==> src/rtl/mem_port_arbiter.sv <==
// mem_port_arbiter
// ----------------
// Shares one single-port memory between the instruction-fetch requester (I)
// and the memory-access-stage requester (D). Each transaction is granted from
// IDLE, its fields are registered onto mem_*, mem_req is held until mem_ack,
// and a one-cycle ready pulse returns data (or err=1 on timeout).
//
// Optional build macro: MEM_ARB_ROUND_ROBIN_EN
//   undefined : fixed D-over-I priority
//   defined   : when both are eligible, the one not served last wins
//
// Ports:
//   clk, reset                       clock, asynchronous active-high reset
//   i_req/i_addr -> i_rdata/i_ready  fetch request / completion
//   d_req/d_we/d_addr/d_wdata/d_wstrb -> d_rdata/d_ready  data request / completion
//   err                              set together with a ready pulse on timeout
//   mem_req/mem_we/mem_addr/mem_wdata/mem_wstrb  registered request to memory
//   mem_ack/mem_rdata                memory completion and read data
//   stall_f, stall_m                 stall requests for the hazard unit
module mem_port_arbiter #(
  parameter int XLEN    = 32,
  parameter int TIMEOUT = 255   // 0 disables the timeout
) (
  input  logic            clk,
  input  logic            reset,
  input  logic            i_req,
  input  logic [XLEN-1:0] i_addr,
  output logic [XLEN-1:0] i_rdata,
  output logic            i_ready,
  input  logic            d_req,
  input  logic            d_we,
  input  logic [XLEN-1:0] d_addr,
  input  logic [XLEN-1:0] d_wdata,
  input  logic [3:0]      d_wstrb,
  output logic [XLEN-1:0] d_rdata,
  output logic            d_ready,
  output logic            err,
  output logic            mem_req,
  output logic            mem_we,
  output logic [XLEN-1:0] mem_addr,
  output logic [XLEN-1:0] mem_wdata,
  output logic [3:0]      mem_wstrb,
  input  logic            mem_ack,
  input  logic [XLEN-1:0] mem_rdata,
  output logic            stall_f,
  output logic            stall_m
);

  localparam logic [1:0] IDLE   = 2'd0;
  localparam logic [1:0] BUSY_I = 2'd1;
  localparam logic [1:0] BUSY_D = 2'd2;

  // The counter only ever needs to reach TIMEOUT-1.
  localparam int CW = (TIMEOUT > 1) ? $clog2(TIMEOUT) : 1;
  localparam logic [CW-1:0] CNT_LIMIT = CW'((TIMEOUT > 0) ? TIMEOUT - 1 : 0);
  localparam bit TIMEOUT_EN = (TIMEOUT != 0);

  logic [1:0]    state;
  logic [CW-1:0] waitCnt;
  logic          iElig;
  logic          dElig;
  logic          grantD;
  logic          grantI;

  // A requester still holding req during its own ready cycle is already done.
  assign iElig = i_req & ~i_ready;
  assign dElig = d_req & ~d_ready;

`ifdef MEM_ARB_ROUND_ROBIN_EN
  logic lastServedD;  // 0 = I served last, 1 = D served last

  assign grantD = dElig & (~iElig | ~lastServedD);

  always_ff @(posedge clk or posedge reset) begin
    if (reset) begin
      lastServedD <= 1'b0;
    end else if (state == IDLE && (dElig | iElig)) begin
      lastServedD <= grantD;
    end
  end
`else
  assign grantD = dElig;
`endif

  assign grantI  = iElig & ~grantD;
  assign stall_f = i_req & ~i_ready;
  assign stall_m = d_req & ~d_ready;

  always_ff @(posedge clk or posedge reset) begin
    if (reset) begin
      state     <= IDLE;
      waitCnt   <= '0;
      mem_req   <= 1'b0;
      mem_we    <= 1'b0;
      mem_addr  <= '0;
      mem_wdata <= '0;
      mem_wstrb <= '0;
      i_ready   <= 1'b0;
      d_ready   <= 1'b0;
      i_rdata   <= '0;
      d_rdata   <= '0;
      err       <= 1'b0;
    end else begin
      // ready and err are single-cycle pulses
      i_ready <= 1'b0;
      d_ready <= 1'b0;
      err     <= 1'b0;
      case (state)
        IDLE: begin
          if (grantD) begin
            mem_req   <= 1'b1;
            mem_we    <= d_we;
            mem_addr  <= d_addr;
            mem_wdata <= d_wdata;
            mem_wstrb <= d_wstrb;
            waitCnt   <= '0;
            state     <= BUSY_D;
          end else if (grantI) begin
            mem_req   <= 1'b1;
            mem_we    <= 1'b0;
            mem_addr  <= i_addr;
            mem_wdata <= '0;
            mem_wstrb <= '0;
            waitCnt   <= '0;
            state     <= BUSY_I;
          end
        end
        BUSY_I, BUSY_D: begin
          // An ack in the same cycle as the timeout takes precedence.
          if (mem_ack) begin
            mem_req <= 1'b0;
            state   <= IDLE;
            if (state == BUSY_D) begin
              d_rdata <= mem_rdata;
              d_ready <= 1'b1;
            end else begin
              i_rdata <= mem_rdata;
              i_ready <= 1'b1;
            end
          end else if (TIMEOUT_EN && waitCnt == CNT_LIMIT) begin
            mem_req <= 1'b0;
            err     <= 1'b1;
            state   <= IDLE;
            if (state == BUSY_D) begin
              d_rdata <= '0;
              d_ready <= 1'b1;
            end else begin
              i_rdata <= '0;
              i_ready <= 1'b1;
            end
          end else begin
            waitCnt <= waitCnt + 1'b1;
          end
        end
        default: begin
          mem_req <= 1'b0;
          state   <= IDLE;
        end
      endcase
    end
  end

endmodule

==> config.mk <==
export PLATFORM = sky130hd
export DESIGN_NAME = mem_port_arbiter
export DESIGN_NICKNAME = d
export VERILOG_FILES = /design/src/rtl/mem_port_arbiter.sv
export SDC_FILE = /design/constraint.sdc
export NUM_CORES = 1
export LEC_CHECK = 0
export CORE_ASPECT_RATIO = 0.6
export CORE_MARGIN = 2
export CORE_UTILIZATION = 25
export DETAILED_ROUTE_END_ITERATION = 10
export DONT_BUFFER_PORTS = 1
export HOLD_SLACK_MARGIN = 0.03
export PLACE_DENSITY_LB_ADDON = 0.15
export REMOVE_ABC_BUFFERS = 1
export SYNTH_ARGS = -nofsm -noshare
export SYNTH_HDL_FRONTEND = slang
export SYNTH_SLANG_ARGS = --single-unit
==> constraint.sdc <==
create_clock -name clk -period 9.7 [get_ports clk]
set_clock_uncertainty 0.05 [all_clocks]
set_input_delay 1.94 -clock clk [delete_from_list [all_inputs] [get_ports clk]]
set_output_delay 1.94 -clock clk [all_outputs]
set_load 0.01 [all_outputs]
* Word level (Yosys, flattened, before mapping) *
Index checks and enable logic that the tools add are counted.

storage, ports and cells
  output and inout bits = 139
  word-level logic and storage cells = 79
  register bits after elaboration = 147

cells by class
  $add $sub $neg = 1
  muxes and demuxes = 42
  reduce and logical (&&, ||, !) cells = 10
  bitwise logic cells = 7
  equal/unequal tests = 7

operators with widths
  operator               number
  $mux W32               12
  $mux W8                4
  $mux W1                17
  $pmux W8 S2            1
  $add A8 B1 Y8 const B  1
  $eq A8 B8 Y1 const B   1
  $mux W2                4
  $mux W4                2
  $ne A3 B3 Y1 const B   2
  $reduce_and A3 Y1      2
  $reduce_bool A2 Y1     3
  $ne A2 B2 Y1 const B   2
  $not A1 Y1             4
  $pmux W2 S2            1
  $reduce_and A2 Y1      2
  $reduce_and A4 Y1      1
  $and A1 B1 Y1          3
  $eq A2 B1 Y1 const B   1
  $eq A2 B2 Y1 const B   1
  $logic_not A2 Y1       1
  $pmux W1 S2            1
  $reduce_or A2 Y1       1

* Depth between registers and ports, before layout *
  depth after elaboration = 7
  gate-level depth with buffers = 8

* Worst setup path before layout *
OpenSTA, ideal clock, no wires.

  path kind = input-to-output
  from = in d_req
  to = out stall_m
  setup slack = 5.477 ns
  required time = 7.710 ns
  stages = 3
  arrival = 2.233 ns
  cell sequence = nand2b_1 > buf_4 > inv_2

between the ends
  longest elaborated chain between the ends = 1

ends and longest elaborated chain
  item                line  source
  start: declaration  30    input logic d_req,
  $and A1 B1 Y1       87    assign stall_m = d_req & ~d_ready;
  end: declaration    46    output logic stall_m

Every way passes these cells.

* Final worst setup path *
Same ends and word-level chain as after synthesis.

==> metrics.md <==
| Metric | Value |
|---|---|
| Die Wd | 202 um |
| H-tree depth | 4 |
| Post-synth top area share | 0.623 |
| Post-synthesis cell type count | 42 |
| Setup ws final | 5020 ps |
| #FFs+latches synth | 147 |
| Worst Hold Class | reg -> reg |
| First-pass GRT wire length | 24,000 um |
| Top post-synthesis cells by area | dfrtp_1 62%, a22o_1 15%, mux2i_1 5.6%, o21ai_1 2.7%, nand2_1 2.4% |
| Slew headroom | 0.342 |
| Leak pwr | 3.15 nW |
| Crit path capture type | output port |
| Post-place setup slack | 5010 ps |
| Layout cells sized above 1 | 0.114 |
| Die height | 123 um |
| R2R Path Start | d_ready |
| Post-synthesis sequential area ratio | 0.623 |
| Hold path cells | 2 |
| RSZ-0062 raised after global routing | no |
| Worst Reg-to-Reg Cells | 7 |
| Footprint of the multi-input gates | 2020 um2 |
| PD cells | 385 nW/um2 |
| Clock Sink Count | 147 |
| Cell taking the most area after synthesis | dfrtp_1 |
| Worst slew pin tran | 987 ps |
| Initial antenna violation count | 0 |
| Peak fanout along the critical path | 37 |
| Post-synthesis cell count | 455 |
| HPWL after DPL | 10,900 um |
| Post-route minimum period | 4680 ps |
| Layout area overhead | 14.7% |
| First DRT Iteration DRCs | 277 |
| Via density | 4.83 |
| Drt pass-1 iters | 4 |
| Routed len/inst | 20.4 um |
| R2r endpoint | waitCnt[4] |
| Clk pin slew, worst setup/hold paths | 60 ps |
| Core Area | 23,100 um2 |
| Clk Tree Root Cell | clkbuf_16 |
| Largest net degree at the start of global routing | 104 |
| I/O pin cnt | 277 |
| Total Routing Usage GR | 0.127 |
| Crit path kind | in -> out |
| Status | complete, no violations |
| Die area | 24,900 um2 |
| Port bufs | 0 |
| Async set-reset flop share out of synthesis | 1.00 |
| DR vias | 3,728 |
| Total CTS buffers | 17 |
| Std cell rows | 43 |
| Nature of the critical path startpoint | input pin |
| Total routed wirelength | 15,700 um |
| Post-route DRC | 0 |
| Max cap viols | 0 |
| Setup TNS | 0 ps |
| Most frequent cell after synthesis | dfrtp_1 |
| Synth Area per Inst | 13.0 um2 |
| Final #Nets | 586 |
| Required time of the critical path | 7710 ps |
| Synthesis Warnings | 0 |
| Max Root-Sink Buffers | 2 |
| Post-CTS sizing | 0 |
| Reg2reg setup slack | 6710 ps |
| Diode count | 0 |
| Worst Hold Endpoint | state[0] |
| Final Max Tran Viols | 0 |
| Cts hold-fix bufs | 0 |
| CP arrival | 2690 ps |
| Gpl congestion | 0.729 |
| Worst ir drop on vdd | 0.139 mV |
| Global route overflow | 0 |
| Register area | 3680 um2 |
| EDFF count, synth | 0 |
| Final Cycle Share | 0.483 |
| CTS tree | built |
| Vias in the first global route | 3,898 |
| Top cells by count, synth | 147 x dfrtp_1, 103 x a22o_1, 38 x nand2_1 |
| Hold Startpoint | state[0] |
| DRT antenna net count | 0 |
| Fillers | 2,380 |
| Post-Synthesis Cell Area | 5900 um2 |
| Setup repair bufs after CTS | 0 |
| Clock Latency Late Sink | 420 ps |
| Ys flop type | dfrtp_1 |
| Setup Viol. Count Final | 0 |
| Starting Density | 0.255 |
| Hold Vio Cnt, Final | 0 |
| Highest Clock Rate | 214 MHz |
## logic make-up after synthesis
family	after synthesis	synth area share
AOI/OAI and AO/OA	154	0.208
DFF	147	0.623
and+or+nand+nor	70	0.0642
buffers and inverters	46	0.0386
muxes	34	0.0579
adders and majority gates	4	0.00848
## routing by layer
layer  wire, um  global-route usage  vias to the layer above
met5          0                   0                        -
met4        161              0.0401                        0
met3       1200              0.0509                        9
met2       7330               0.188                      145
met1       7040               0.171                     1921
li1           -                   -                     1653
## flip-flops by register name, summed over array words and instances, names as in the netlist, 2 cells and up
register,count
d_rdata,32
i_rdata,32
mem_addr,32
mem_wdata,32
mem_wstrb,4
state,2
waitCnt,8
## area by class of cell
cell class,instances,share of cell area
clock buffers,21,0.0680
clock inverters,11,0.0205
inverters,11,0.00684
multi-input cells,262,0.298
flip-flops and latches,147,0.543
well taps,315,0.0582
repair buffers,5,0.00554
## stage by stage
stage          area (um2)  hold WS, ps  power (mW)   util  cells
2_1_floorplan        5720          441        1.71      -    420
3_3_place_gp         6170          468        1.94  0.267    740
3_5_place_dp         6170          477        1.96  0.267    740
4_1_cts              6770          508        2.66  0.293    772
5_1_grt              6770          540        2.79  0.293    772
6_report             6770          503        2.61  0.293    772
## worst max path at each step
stage,start,to,slack [ps],cells past startpoint
after CTS,d_req,stall_m,5010,3
after global placement,d_req,stall_m,5030,3
final,d_req,stall_m,5020,3
after global routing,d_req,stall_m,4950,3
after detailed placement,d_req,stall_m,5010,3
after floorplan,d_req,waitCnt[4],3650,5
## worst max-delay path, cell delays in order
cell and delay [ps]:
nand2b_2 40, buf_4 490, inv_2 200
## placed cells by master (no fill, tap or decap), drive strengths merged, types with 2 or more instances in the layout
master and count:
a22o 103, dfrtp 147, and3 2, nor4b 4, and2 2, nor2 4, nand3b 2, inv 17
nand3 4, nor4 2, o211a 2, a211o 4, nand2 38, nand2b 7, clkbuf 21, a21oi 3
o21ai 34, clkinvlp 2, mux2i 33, ha 4, buf 5, bufinv 2, nor3 2
## power breakdown
part | switching (mW) | leakage [nW] | total [mW] | internal [mW]
registers | 0.376 | 1.86 | 1.28 | 0.902
logic | 0.363 | 1.01 | 0.656 | 0.293
clock network | 0.275 | 0.288 | 0.674 | 0.399
Power figures use the tool's default switching activity.
